--- src/rtl/atomrvcore_fetch_unit.sv ---
// Instruction fetch stage: PC, imem req/gnt/rvalid handshake, instruction register
// and decode fields, and next-PC selection from control-unit redirects.
module atomrvcore_fetch_unit #(
    parameter int                     DATAWIDTH = 32,
    parameter int                     ADDRWIDTH = 32,
    parameter logic [ADDRWIDTH-1:0]   RESET_PC  = '0
) (
    input  logic                 clk_i,
    input  logic                 rst_ni,
    output logic                 instr_req_o,
    output logic [ADDRWIDTH-1:0] instr_addr_o,
    input  logic                 instr_gnt_i,
    input  logic                 instr_rvalid_i,
    input  logic [DATAWIDTH-1:0] instr_rdata_i,
    output logic                 instr_valid_o,
    input  logic                 instr_ready_i,
    output logic [DATAWIDTH-1:0] instr_o,
    output logic [ADDRWIDTH-1:0] pc_o,
    output logic [6:0]           opcode_o,
    output logic [2:0]           func3_o,
    output logic [6:0]           func7_o,
    output logic [4:0]           rd_o,
    output logic [4:0]           rs1_o,
    output logic [4:0]           rs2_o,
    input  logic                 be_i,
    input  logic                 jalre_i,
    input  logic                 uje_i,
    input  logic [ADDRWIDTH-1:0] sb_imm_i,
    input  logic [ADDRWIDTH-1:0] uj_imm_i,
    input  logic [ADDRWIDTH-1:0] jalr_addr_i,
    output logic                 misalign_o
);

    localparam logic [DATAWIDTH-1:0] NOP = DATAWIDTH'(32'h0000_0013);

    typedef enum logic [2:0] {IDLE, REQ, WAIT, HOLD, ERR} state_e;

    state_e                 state_q, state_d;
    logic [ADDRWIDTH-1:0]   pc_q, pc_d;
    logic [ADDRWIDTH-1:0]   ir_pc_q, ir_pc_d;
    logic [DATAWIDTH-1:0]   ir_q, ir_d;
    logic                   req_q, req_d;
    logic                   valid_q, valid_d;
    logic                   misalign_q, misalign_d;
    logic [ADDRWIDTH-1:0]   next_pc;

    // JALR target always has bit 0 cleared; bit 1 can still leave it misaligned.
    always_comb begin
        next_pc = pc_q + ADDRWIDTH'(4);
        if (jalre_i)
            next_pc = jalr_addr_i & ~ADDRWIDTH'(1);
        else if (uje_i)
            next_pc = pc_q + uj_imm_i;
        else if (be_i)
            next_pc = pc_q + sb_imm_i;
    end

    always_comb begin
        state_d    = state_q;
        pc_d       = pc_q;
        ir_pc_d    = ir_pc_q;
        ir_d       = ir_q;
        req_d      = req_q;
        valid_d    = valid_q;
        misalign_d = misalign_q;
        unique case (state_q)
            IDLE: begin
                state_d = REQ;
                req_d   = 1'b1;
            end
            REQ: begin
                if (instr_gnt_i) begin
                    state_d = WAIT;
                    req_d   = 1'b0;
                end
            end
            WAIT: begin
                if (instr_rvalid_i) begin
                    state_d = HOLD;
                    ir_d    = instr_rdata_i;
                    ir_pc_d = pc_q;
                    valid_d = 1'b1;
                end
            end
            HOLD: begin
                if (instr_ready_i) begin
                    pc_d    = next_pc;
                    valid_d = 1'b0;
                    if (next_pc[1:0] != 2'b00) begin
                        state_d    = ERR;
                        misalign_d = 1'b1;
                    end else begin
                        state_d = REQ;
                        req_d   = 1'b1;
                    end
                end
            end
            ERR: begin
                req_d   = 1'b0;
                valid_d = 1'b0;
            end
            default: state_d = IDLE;
        endcase
    end

    always_ff @(posedge clk_i or negedge rst_ni) begin
        if (!rst_ni) begin
            state_q    <= IDLE;
            pc_q       <= RESET_PC;
            ir_pc_q    <= RESET_PC;
            ir_q       <= NOP;
            req_q      <= 1'b0;
            valid_q    <= 1'b0;
            misalign_q <= 1'b0;
        end else begin
            state_q    <= state_d;
            pc_q       <= pc_d;
            ir_pc_q    <= ir_pc_d;
            ir_q       <= ir_d;
            req_q      <= req_d;
            valid_q    <= valid_d;
            misalign_q <= misalign_d;
        end
    end

    assign instr_req_o   = req_q;
    assign instr_addr_o  = pc_q;
    assign instr_valid_o = valid_q;
    assign instr_o       = ir_q;
    assign pc_o          = ir_pc_q;
    assign opcode_o      = ir_q[6:0];
    assign rd_o          = ir_q[11:7];
    assign func3_o       = ir_q[14:12];
    assign rs1_o         = ir_q[19:15];
    assign rs2_o         = ir_q[24:20];
    assign func7_o       = ir_q[31:25];
    assign misalign_o    = misalign_q;

endmodule
--- config.mk ---
export PLATFORM = sky130hd
export DESIGN_NAME = atomrvcore_fetch_unit
export DESIGN_NICKNAME = d
export VERILOG_FILES = /design/src/rtl/atomrvcore_fetch_unit.sv
export SDC_FILE = /design/constraint.sdc
export NUM_CORES = 1
export LEC_CHECK = 0
export ABC_AREA = 1
export CAP_MARGIN = 20
export CORE_UTILIZATION = 30
export DETAILED_ROUTE_END_ITERATION = 16
export DONT_BUFFER_PORTS = 1
export PLACE_DENSITY = 0.53
export RECOVER_POWER = 100
export SLEW_MARGIN = 20
export SYNTH_ARGS = -nofsm -noshare
export SYNTH_HDL_FRONTEND = slang
export SYNTH_SLANG_ARGS = --single-unit
--- constraint.sdc ---
create_clock -name clk_i -period 5.5 [get_ports clk_i]
set_input_delay 1.1 -clock clk_i [delete_from_list [all_inputs] [get_ports clk_i]]
set_output_delay 1.1 -clock clk_i [all_outputs]
set_load 0.02 [all_outputs]
# --- Yosys cells after proc, flatten, opt, wreduce, memory -nomap -nowiden ---
# Cells that the tools add are included.
totals:
  ff_bits: 102
  inputBits: 136
  out_inout_bits: 131
  wordCells: 44
op_classes:
  add_sub_neg: 3
  n_eq_ne: 8
  n_mux: 15
  bitwise: 1
  reduce_logical: 10
ops:
  columns: ["cell", "n"]
  rows:
  - ["32-bit 2-to-1 mux", 3]
  - ["32-bit adder", 2]
  - ["32-bit by 3-bit adder with 32-bit output (second input constant)", 1]
  - ["3-bit case mux with 5 select lines", 1]
  - ["3-bit 2-to-1 mux", 4]
  - ["2-bit inequality test (second input constant)", 4]
  - ["4-bit AND reduction", 2]
  - ["3-bit by 2-bit == test with 1-bit output (second input constant)", 2]
  - ["3-bit AND reduction", 2]
  - ["1-bit 2-to-1 mux", 5]
  - ["1-bit case mux with 4 select lines", 1]
  - ["2-bit AND reduction", 2]
  - ["4-bit nonzero test", 1]
  - ["3-bit by 1-bit == test with 1-bit output (second input constant)", 1]
  - ["3-bit == test (second input constant)", 1]
  - ["3-bit logical NOT", 1]
  - ["1-bit case mux with 3 select lines", 1]
  - ["3-bit nonzero test", 1]
  - ["2-bit nonzero test", 1]
  - ["1-bit inverter", 1]

# --- Longest topological paths before layout ---
logic_depth:
  depth_word: 8
  ltp_mapped: 16
  depth_no_buf: 16

# --- Worst setup path after synthesis ---
# OpenSTA, ideal clock, no wires.
synth_path:
  kind: "in2reg"
  startpoint: "in sb_imm_i[0]"
  endpoint: "reg pc_q[20], in the netlist instr_addr_o[20]"
  setup_time_ns: 0.117
  arrival_time_ns: 2.606
  t_required_ns: 5.383
  path_slack_ns: 2.777
  cell_stages: 14
  path_cell_list: "ha_1 > fa_1 > nand3_1 > nand3_1 > nand3_1 > nand3_1 > nand3_1 > nand3_1 > nand3_1 > nand3_1 > nand2_1 > nand2_1 > nand2_1 > nand2_1"
synth_via:
  elab_chain_len: 4
synth_lines:
  columns: ["element", "line", "source"]
  rows:
  - ["start, declared", "28", "input logic [ADDRWIDTH-1:0] sb_imm_i,"]
  - ["32-bit adder", "55", "next_pc = pc_q + sb_imm_i;"]
  - ["32-bit 2-to-1 mux", "54", "else if (be_i)"]
  - ["32-bit 2-to-1 mux", "52", "else if (uje_i)"]
  - ["32-bit 2-to-1 mux", "50", "if (jalre_i)"]
  - ["end signal, assigned", "117", "pc_q <= pc_d;"]
  - ["end, declared", "39", "logic [ADDRWIDTH-1:0] pc_q, pc_d;"]
# Every way passes these cells.
# A chain may end at the register's enable or synchronous reset.

# --- Worst setup path after layout ---
layout_path:
  startpoint: "reg state_q[1]"
  endpoint: "reg pc_q[17], in the netlist instr_addr_o[17]"
layout_via:
  elab_chain_len: 2
layout_lines:
  columns: ["element", "line", "source"]
  rows:
  - ["start, declared", "38", "state_e state_q, state_d;"]
  - ["start signal, assigned", "116", "state_q <= state_d;"]
  - ["3-bit by 2-bit == test with 1-bit output", "66", "unique case (state_q)"]
  - ["2-bit AND reduction (no line)", null, null]
# Every way passes these cells.

==> reports/qor.yml <==
port_buffers: 0
cts_setup_buffers: 0
rsz0062_at_grt: "no"
antenna_found_initial: 3
finalSetupViolations: 0
drive_above_1_share_pct: 2.52
synth-adder-area-share_pct: 8.23
drc: 0
dpl_cell_area_um2: 10200
violations: "max-capacitance violations, max-slew violations"
yosysWarnings: 0
power_switching_share_pct: 60.2
max-clock-path-buffers: 2
netlist-cell-type-count: 45
ir_drop_mv: 0.232
start_kind: "register"
htreeDepth: 3
crit_fanout: 51
ctsResizeCount: 0
grt_max_degree: 103
drtIter0Drc: 819
netlist_instances: 1674
critPathBufInv: 5
period_share_pct: 71.9
grt_pass1_vias: 9801
route.vias.total: 10455
synth-seq-cells: 102
muxShareOfSynthArea_pct: 0
dp_cells: 2050
crit_type: "reg2reg"
dieArea_um2: 34300
cp_top_family: "buffers and inverters"
powerDensity_nw_per_um2: 616
critPathCaptureType: "register"
cts_buffers: 9
syn_avg_cell_area_um2: 6.01
synth_edf_count: 0
final_cells: 2068
track_usage_pct: 22.6
die_w_um: 185
ant_nets: 0
crit_arrival_ns: 4.18
slew_headroom_pct: -50.9
finalWeightedCongestion: 0.964
synth_async_sr_flop_share_pct: 100
fin_util_pct: 32.1
max_stage_delay_ns: 0.91
power_switching_w: 0.00390
leakagePower_nw: 5.55
synth_top_family_by_area: "simple AND/OR/NAND/NOR gates"
start_util_pct: 30.7
synth_compound_area_share_pct: 13.6
clkTransAtPathRegs_ns: 0.09
yosysTopAreaCell: "dfrtp_1"
yosysSeqAreaShare_pct: 25.4
pin_count: 267
grt.overflow.total: 0
place_hpwl_um: 31600
hold_class: "in2async"
final-hold-violation-count: 0
layout.nets: 1820
critPathSlowestCell: "nor2_1"
period_needed_ns: 3.96
yosys.area.top_type_share_pct: 24.6
p_seq_share_pct: 35.7
tns_ns: 0
grt_first_pass_wirelength_um: 58000
tightestPinTransition_ns: 2.26
num_rows: 66
core_area_um2: 32800
cp_cell_sequence: "inv_1 > nor2_1 > inv_1 > nor2_1 > inv_1 > nor2_1 > clkinv_1 > clkbuf_1 > a21oi_1 > a21boi_0"
max-cap-violations: 2
p_clk_share_pct: 10.3
hold_buffers: 0
cts.sinks: 102
syn_to_final_growth_pct: 4.68
routed_via_density: 5.06
slew_violations: 87
yosys.area_share.simple_pct: 38.7
synthXorXnorAreaFrac_pct: 1.74
outcome: "finished with violations"
synth_area_um2: 10100
finalInstanceArea_um2: 10500
cts_tree: "done"
yosys-top-cells-area: "dfrtp_1, nand2_1, inv_1"
root_buffer: "clkbuf_16"
fmaxAchievable_ghz: 0.253
comb_power_share_pct: 54.0
wl_per_cell_um: 18.8
clkLatencyLatePin_ns: 0.37
syn_nets: 1875
die_h_um: 185
first_pass_iters: 6
synthFlopType: "dfrtp_1"
required_ns: 5.72
routed_wl_um: 38900
intPower_w: 0.00258
clock_skew_ns: 0.0190
[power by group through the flow]
| stage | Clock [W] | Combinational, W | Sequential, W |
|---|---|---|---|
| floorplan | 0 | 0.00293 | 0.00185 |
| global placement | 0 | 0.00343 | 0.00235 |
| detailed placement | 0 | 0.00348 | 0.00235 |
| CTS | 0.000686 | 0.00350 | 0.00233 |
| global route | 0.000720 | 0.00402 | 0.00239 |
| finish | 0.000665 | 0.00350 | 0.00232 |
[through the flow]
| step | hold slack, ns | worst slack [ns] | total power, W |
|---|---|---|---|
| finish | 0.426 | 1.54 | 0.00648 |
| global route | 0.397 | 1.23 | 0.00713 |
| CTS | 0.411 | 2.63 | 0.00652 |
| detailed placement | 0.566 | 2.24 | 0.00583 |
| global placement | 0.567 | 2.20 | 0.00577 |
| floorplan | 0.503 | 2.78 | 0.00479 |
[area by class of cell]
type | instances | area (um2)
Antenna cell | 2 | 5.00
Clock buffer | 10 | 239
Clock inverter | 6 | 62.6
Fill cell | 3747 | 22300
Inverter | 225 | 845
Multi-Input combinational cell | 1277 | 6240
Sequential cell | 102 | 2560
Tap cell | 442 | 553
Timing Repair Buffer | 4 | 26.3
[synthesized netlist by cell type (6+ instances only)]
master and n:
o21bai_1 9, o211ai_1 8, dfrtp_1 99, clkbuf_1 18, buf_2 11, nand3_1 128
o22ai_1 7, buf_4 33, nand2_1 591, xnor2_1 6, a21oi_1 96, nor2_1 151
xor2_1 14, o21ai_0 98, nor2_2 6, nor3_1 20, ha_1 63, inv_1 218
o21ai_1 14, buf_1 8, nand4_1 22, inv_2 6
[final timing paths]
kind                                        startpoint                            to  slack (ns)  depth (start not counted)
worst min-delay path                            rst_ni          pc_o[21]$_DFFE_PN0P_        0.43                          0
worst min register to register  misalign_o$_DFFE_PN0P_        misalign_o$_DFFE_PN0P_        0.61                          2
max in group asynchronous                       rst_ni        instr_o[1]$_DFFE_PN1P_        4.86                          0
worst max register to register  state_q[1]$_DFFE_PN0P_  instr_addr_o[17]$_DFFE_PN0P_        1.54                         10
min in group clk_i              misalign_o$_DFFE_PN0P_        misalign_o$_DFFE_PN0P_        0.61                          2
worst max-delay path            state_q[1]$_DFFE_PN0P_  instr_addr_o[17]$_DFFE_PN0P_        1.54                         10
[cells in the final DEF (no fill, tap or decap), types with 8 or more instances in the layout]
cell         n
o21bai_1     9
nand3_1    128
a21oi_1     96
ha_1        63
inv_1      217
nor2_1     154
nor3_1      20
o211ai_1     8
clkbuf_16    9
o21ai_0    103
o21ai_1      9
xor2_1      14
dfrtp_1     99
nand2_1    592
nand4_1     22
[worst reg2reg max path, cell delays in order, from the launching register on]
cell and delay (ns):
dfrtp_1 0.40, inv_1 0.07, nor2_1 0.08, inv_1 0.06, nor2_1 0.27, inv_1 0.10, nor2_1 0.91, clkinv_1 0.17
clkbuf_1 0.88, a21oi_1 0.71, a21boi_0 0.17
[cell families (layout without fill, tap and decap cells)]
| kind of cell | count (synthesis) | count (layout) |
|---|---|---|
| simple gates | 940 | 940 |
| buf+inv | 295 | 245 |
| compound gates | 252 | 252 |
| flops | 102 | 102 |
| fa+ha+maj | 65 | 65 |
| xor+xnor | 20 | 20 |
| other cells | 0 | 2 |
[layer usage]
metal  vias to the layer above  global-route usage [%]  wire length [um]
met5                         -                       0                12
met4                         2                    5.82               833
met3                        50                    6.27              3570
met2                       421                    39.6             18600
met1                      4747                    27.0             15900
li1                       5235                       -                 -
[sequential cells by signal, indices dropped and copies added (netlist names)]
| signal | cells |
|---|---|
| instr_valid_o | 1 |
| state_q | 3 |
| instr_o | 32 |
| instr_req_o | 1 |
| pc_o | 32 |
| misalign_o | 1 |
| instr_addr_o | 32 |
No activity file was read; power rests on OpenSTA's default activity.
